===== config.mk =====
export PLATFORM = sky130hd
export DESIGN_NAME = shift_right_seq
export DESIGN_NICKNAME = d
export VERILOG_FILES = /design/src/rtl/mips_shift_pkg.sv /design/src/rtl/shift_right_step.sv /design/src/rtl/shift_right_seq.sv
export SDC_FILE = /design/constraint.sdc
export NUM_CORES = 1
export LEC_CHECK = 0
export BUFFER_PORTS_ARGS = -buffer_cell sky130_fd_sc_hd__buf_2
export CORE_UTILIZATION = 50
export DETAILED_ROUTE_END_ITERATION = 10
export PLACE_DENSITY_LB_ADDON = 0.1
export SLEW_MARGIN = 5
export SYNTH_ARGS = -nofsm -noshare
export SYNTH_HDL_FRONTEND = slang
export SYNTH_HIERARCHICAL = 1
export SYNTH_SLANG_ARGS = --single-unit

===== constraint.sdc =====
create_clock -name clk -period 2.4 [get_ports clk]
set_clock_uncertainty 0.1 [all_clocks]
set_input_delay 0.24 -clock clk [delete_from_list [all_inputs] [get_ports clk]]
set_output_delay 0.24 -clock clk [all_outputs]
set_load 0.05 [all_outputs]

===== src/rtl/mips_shift_pkg.sv =====
// Shared types and constants for the sequential MIPS right shifter.
// Holds the FSM encoding and the legal per-cycle step sizes.
package mips_shift_pkg;

  typedef enum logic [1:0] {
    IDLE  = 2'd0,
    SHIFT = 2'd1,
    DONE  = 2'd2
  } shr_state_t;

  localparam int WIDTH_DEF   = 32;
  localparam int SHAMT_W_DEF = 5;

  localparam int STEP_SET [4] = '{1, 2, 4, 8};

  function automatic bit step_legal(int s);
    bit ok;
    ok = 1'b0;
    for (int i = 0; i < 4; i++) begin
      if (STEP_SET[i] == s) ok = 1'b1;
    end
    return ok;
  endfunction

endpackage


===== src/rtl/shift_right_step.sv =====
// One cycle of right shift by k (1..STEP) with a fixed fill bit.
// k == 0 passes work through unchanged.
module shift_right_step
  import mips_shift_pkg::*;
#(
  parameter int WIDTH = WIDTH_DEF,
  parameter int STEP  = 1,
  parameter int KW    = $clog2(STEP + 1)
) (
  input  logic [WIDTH-1:0] work,
  input  logic             fill,
  input  logic [KW-1:0]    k,
  output logic [WIDTH-1:0] nxt,
  output logic             last
);

  logic [WIDTH-1:0] ones;

  always_comb begin
    ones = '1;
    nxt  = work;
    last = 1'b0;
    for (int j = 1; j <= STEP; j++) begin
      if (k == KW'(j)) begin
        nxt  = (work >> j) |
               (fill ? ~(ones >> j) : '0);
        last = work[j-1];
      end
    end
  end

endmodule


===== src/rtl/shift_right_seq.sv =====
// Multi-cycle SRL/SRA shifter, STEP bits per cycle,
// valid/ready on both sides; result held until consumed.
module shift_right_seq
  import mips_shift_pkg::*;
#(
  parameter int WIDTH   = WIDTH_DEF,
  parameter int SHAMT_W = SHAMT_W_DEF,
  parameter int STEP    = 1
) (
  input  logic               clk,
  input  logic               rst_n,
  input  logic               in_valid,
  output logic               in_ready,
  input  logic [WIDTH-1:0]   in_data,
  input  logic [SHAMT_W-1:0] in_shamt,
  input  logic               in_arith,
  output logic               out_valid,
  input  logic               out_ready,
  output logic [WIDTH-1:0]   out_data,
  output logic               out_last_bit,
  output logic               busy
);

  localparam int KW = $clog2(STEP + 1);

  if (!step_legal(STEP)) begin : g_bad_step
    $error("shift_right_seq: STEP must be 1, 2, 4 or 8");
  end

  shr_state_t         state;
  shr_state_t         state_nxt;
  logic [WIDTH-1:0]   work;
  logic [SHAMT_W-1:0] rem;
  logic               fill;
  logic               last_bit;
  logic [KW-1:0]      k;
  logic [WIDTH-1:0]   step_work;
  logic               step_last;
  logic               accept;

  assign accept = in_valid && (state == IDLE);

  // Final step may be shorter than STEP.
  always_comb begin
    k = KW'(STEP);
    if (rem < SHAMT_W'(STEP)) k = KW'(rem);
  end

  shift_right_step #(
    .WIDTH (WIDTH),
    .STEP  (STEP),
    .KW    (KW)
  ) u_step (
    .work (work),
    .fill (fill),
    .k    (k),
    .nxt  (step_work),
    .last (step_last)
  );

  always_ff @(posedge clk or negedge rst_n) begin
    if (!rst_n) state <= IDLE;
    else        state <= state_nxt;
  end

  always_comb begin
    state_nxt = state;
    unique case (state)
      IDLE: begin
        if (in_valid) begin
          if (in_shamt == '0) state_nxt = DONE;
          else                state_nxt = SHIFT;
        end
      end
      SHIFT: begin
        if (rem == SHAMT_W'(k)) state_nxt = DONE;
      end
      DONE: begin
        if (out_ready) state_nxt = IDLE;
      end
      default: state_nxt = IDLE;
    endcase
  end

  always_comb begin
    in_ready  = (state == IDLE);
    out_valid = (state == DONE);
    busy      = (state != IDLE);
  end

  always_ff @(posedge clk or negedge rst_n) begin
    if (!rst_n) begin
      work     <= '0;
      rem      <= '0;
      fill     <= 1'b0;
      last_bit <= 1'b0;
    end else if (accept) begin
      work     <= in_data;
      rem      <= in_shamt;
      fill     <= in_arith & in_data[WIDTH-1];
      last_bit <= 1'b0;
    end else if (state == SHIFT) begin
      work     <= step_work;
      rem      <= rem - SHAMT_W'(k);
      last_bit <= step_last;
    end
  end

  assign out_data     = work;
  assign out_last_bit = last_bit;

endmodule


==> run summary <==
Area of the mapped netlist -> 0.00253 sq mm
Global-route wire length before repair -> 9000 um
Maximum clock rate -> 490 MHz
Synth Area in XOR/XNOR -> 0
Core ar. -> 0.00479 sq mm
Routing usage on met2 -> 0.360
Prevailing post-synth register cell -> dfrtp_1
DRT Pass-1 Iters -> 4
Fin worst setup slack -> 0.359 ns
Max-cap violation count -> 0
Antenna-violating nets left -> 0
Initial antenna violation count -> 0
Synth cell types -> 35
Die Wd -> 73.2 um
Detail Placement HPWL -> 3730 um
DR WL/cell -> 14.4 um
Flop2flop setup slack -> 0.41 ns
Clock Sinks -> 41
Mux contribution to synthesized area -> 0.268
Status -> finished, final reports clean
Post-Synthesis Cells -> 235
Worst Setup Start Kind -> register
Crit Reg-Reg Endpoint -> out_data[28]
CP Max Fanout -> 21
IO Port Bufs -> 77
Cts bufs inserted -> 5
IR drop worst, VDD -> 0.905 mV
Final-stage net count -> 353
Number of diodes -> 0
PwrDens -> 1660 mW/mm^2
GR Layer Usage met1 -> 0.294
Final setup violating endpoints -> 0
Via count -> 2050
Tmin final -> 2.04 ns
Slew headroom -> 0.321
Largest net degree at the start of global routing -> 40
Leakage -> 1.50 nW
Yosys warns -> 6
Post-layout util -> 0.631
TNS Setup -> 0 ns
1st-iter DRT viols -> 91
Share of layout cells above drive strength 1 -> 0.408
Die H -> 73.2 um
GR Layer Usage met3 -> 0.0387
Async set-reset flop share out of synthesis -> 1.00
Setup slack at placement -> 0.418 ns
EDFF count, synth -> 0
CP arrival -> 1.70 ns
Finished Cell Area -> 0.00302 sq mm
Final hold vios -> 0
Later-pin clock latency in the skew report -> 0.29 ns
Fraction of the mapped netlist area in adder cells -> 0.00494
Largest family of logic cells by synthesized area -> multiplexers
Worst Path Required -> 2.06 ns
Via density -> 5.42
Gpl congestion -> 0.830
Reg2reg start -> rem[2]
Unrepaired setup endpoints after global routing -> false
Compound-Gate Fraction of Synth Area -> 0.142
Mapped Nets -> 278
Clock Root Buffer -> clkbuf_8
Vias in the first global route -> 1929
Die footprint -> 0.00535 sq mm
Deepest clock path buffer count -> 2
Routed wire length -> 5450 um
Worst-margin pin slew -> 1.02 ns
DRC -> 0
Simple-Gate Fraction of Synth Area -> 0.107
CTS clk-pin slew, worst paths -> 0.08 ns
CTS HTree Levels -> 2
Min-delay src -> in_data[31]
Final worst path period share -> 0.850
Sequential cell area fraction in the yosys report -> 0.405
Slew Viols, Final -> 0
Hold path cells -> 3
Hold Path Sink -> out_data[31]
Placed Area -> 0.00293 sq mm
Num rows -> 25
Hold WC Path Type -> input pin to register
Global-route usage over all layers -> 0.220
Ports -> 78
CTS tree -> built
Most used routing layer -> met2
P&R area growth vs syn -> 19.3%
Overflow after GRT -> 0
Crit end category -> output pin
Syn avg cell area -> 10.8 sq um
Post-cts resize count -> 0
Post-synthesis register bit count -> 41
Worst-case reg-to-reg path depth -> 7
Initial Utilization -> 0.529
Crit path kind -> register to output pin
-- registers in the layout (all words and copies together) (netlist names) --
| signal | cells |
|---|---|
| fill | 1 |
| out_data | 32 |
| out_last_bit | 1 |
| rem | 5 |
| state | 2 |
-- cell usage after synthesis, drive strengths merged, types with 2 or more instances --
| cell | count | share of area |
|---|---|---|
| dfrtp | 41 | 0.41 |
| nand2 | 37 | 0.055 |
| o21ai | 37 | 0.073 |
| mux2 | 32 | 0.19 |
| mux2i | 21 | 0.083 |
| a22oi | 12 | 0.036 |
| buf | 12 | 0.057 |
| clkbuf | 6 | 0.0089 |
| nor2 | 5 | 0.0074 |
| inv | 4 | 0.0059 |
| nor2b | 3 | 0.0074 |
| a21oi | 2 | 0.0040 |
| a221o | 2 | 0.0079 |
| a32oi | 2 | 0.0069 |
| nand2b | 2 | 0.0049 |
| nor3 | 2 | 0.0040 |
| nor3b | 2 | 0.0079 |
-- metrics by stage --
stage / hold slack (ns) / total power [mW] / std cells
floorplan: -0.156 / 4.00 / 235
global placement: 0.172 / 4.53 / 369
detailed placement: 0.178 / 4.59 / 369
CTS: 0.0725 / 5.03 / 378
global route: 0.0751 / 5.35 / 378
finish: 0.0808 / 5.00 / 378
-- worst max-delay path, cell delays in order (launching register included) --
cell and delay, ns:
dfrtp_1 0.80, inv_1 0.20, nor2_1 0.14, buf_2 0.27
-- timing repair --
item                      CTS  global route
hold endpoints to repair   23             0
hold buffers                1             0
buffers inserted            0             0
-- cell families after synthesis --
family | Yosys count
compound gates | 60
fa+ha+maj | 1
buf+inv | 22
flops | 41
mux | 53
simple gates | 58
-- per-layer routing --
metal	vias up	part of all wire
met2	72	0.47
li1	991	-
met4	0	0.016
met1	978	0.46
met3	9	0.054
met5	-	0
-- layout by cell type (no fill, tap or decap), drive strengths merged, types with 2 or more instances in the layout --
| cell | synthesis | layout |
|---|---|---|
| nand2 | 37 | 37 |
| nor3b | 2 | 2 |
| a21oi | 2 | 2 |
| a32oi | 2 | 2 |
| dfrtp | 41 | 41 |
| nor3 | 2 | 2 |
| clkbuf | 6 | 6 |
| mux2 | 32 | 32 |
| buf | 12 | 85 |
| clkinv | 0 | 2 |
| o21ai | 37 | 37 |
| a22oi | 12 | 12 |
| inv | 4 | 4 |
| mux2i | 21 | 21 |
| nor2b | 3 | 3 |
| a221o | 2 | 2 |
| nand2b | 2 | 2 |
| nor2 | 5 | 5 |
-- power by group --
group | internal (mW) | total (mW) | switching, mW
sequential | 1.02 | 1.41 | 0.384
clock | 0.202 | 0.443 | 0.241
combinational | 1.21 | 3.15 | 1.94
-- final cells by class --
type | instances | area, sq um
Clock buffer | 6 | 72.6
Clock inverter | 2 | 10.0
Fill cell | 437 | 1770
Inverter | 4 | 15.0
Multi-Input combinational cell | 172 | 1330
Sequential cell | 41 | 1030
Tap cell | 67 | 83.8
Timing Repair Buffer | 86 | 480
-- worst max path at each step --
stage | from | end | slack [ns]
finish | state[1] | out_valid | 0.36
global route | state[1] | out_valid | 0.21
CTS | state[1] | out_valid | 0.37
detailed placement | rem[2] | out_data[28] | 0.42
global placement | rem[1] | out_data[26] | 0.45
floorplan | state[0] | busy | 0.30
Power figures use the tool's default switching activity.
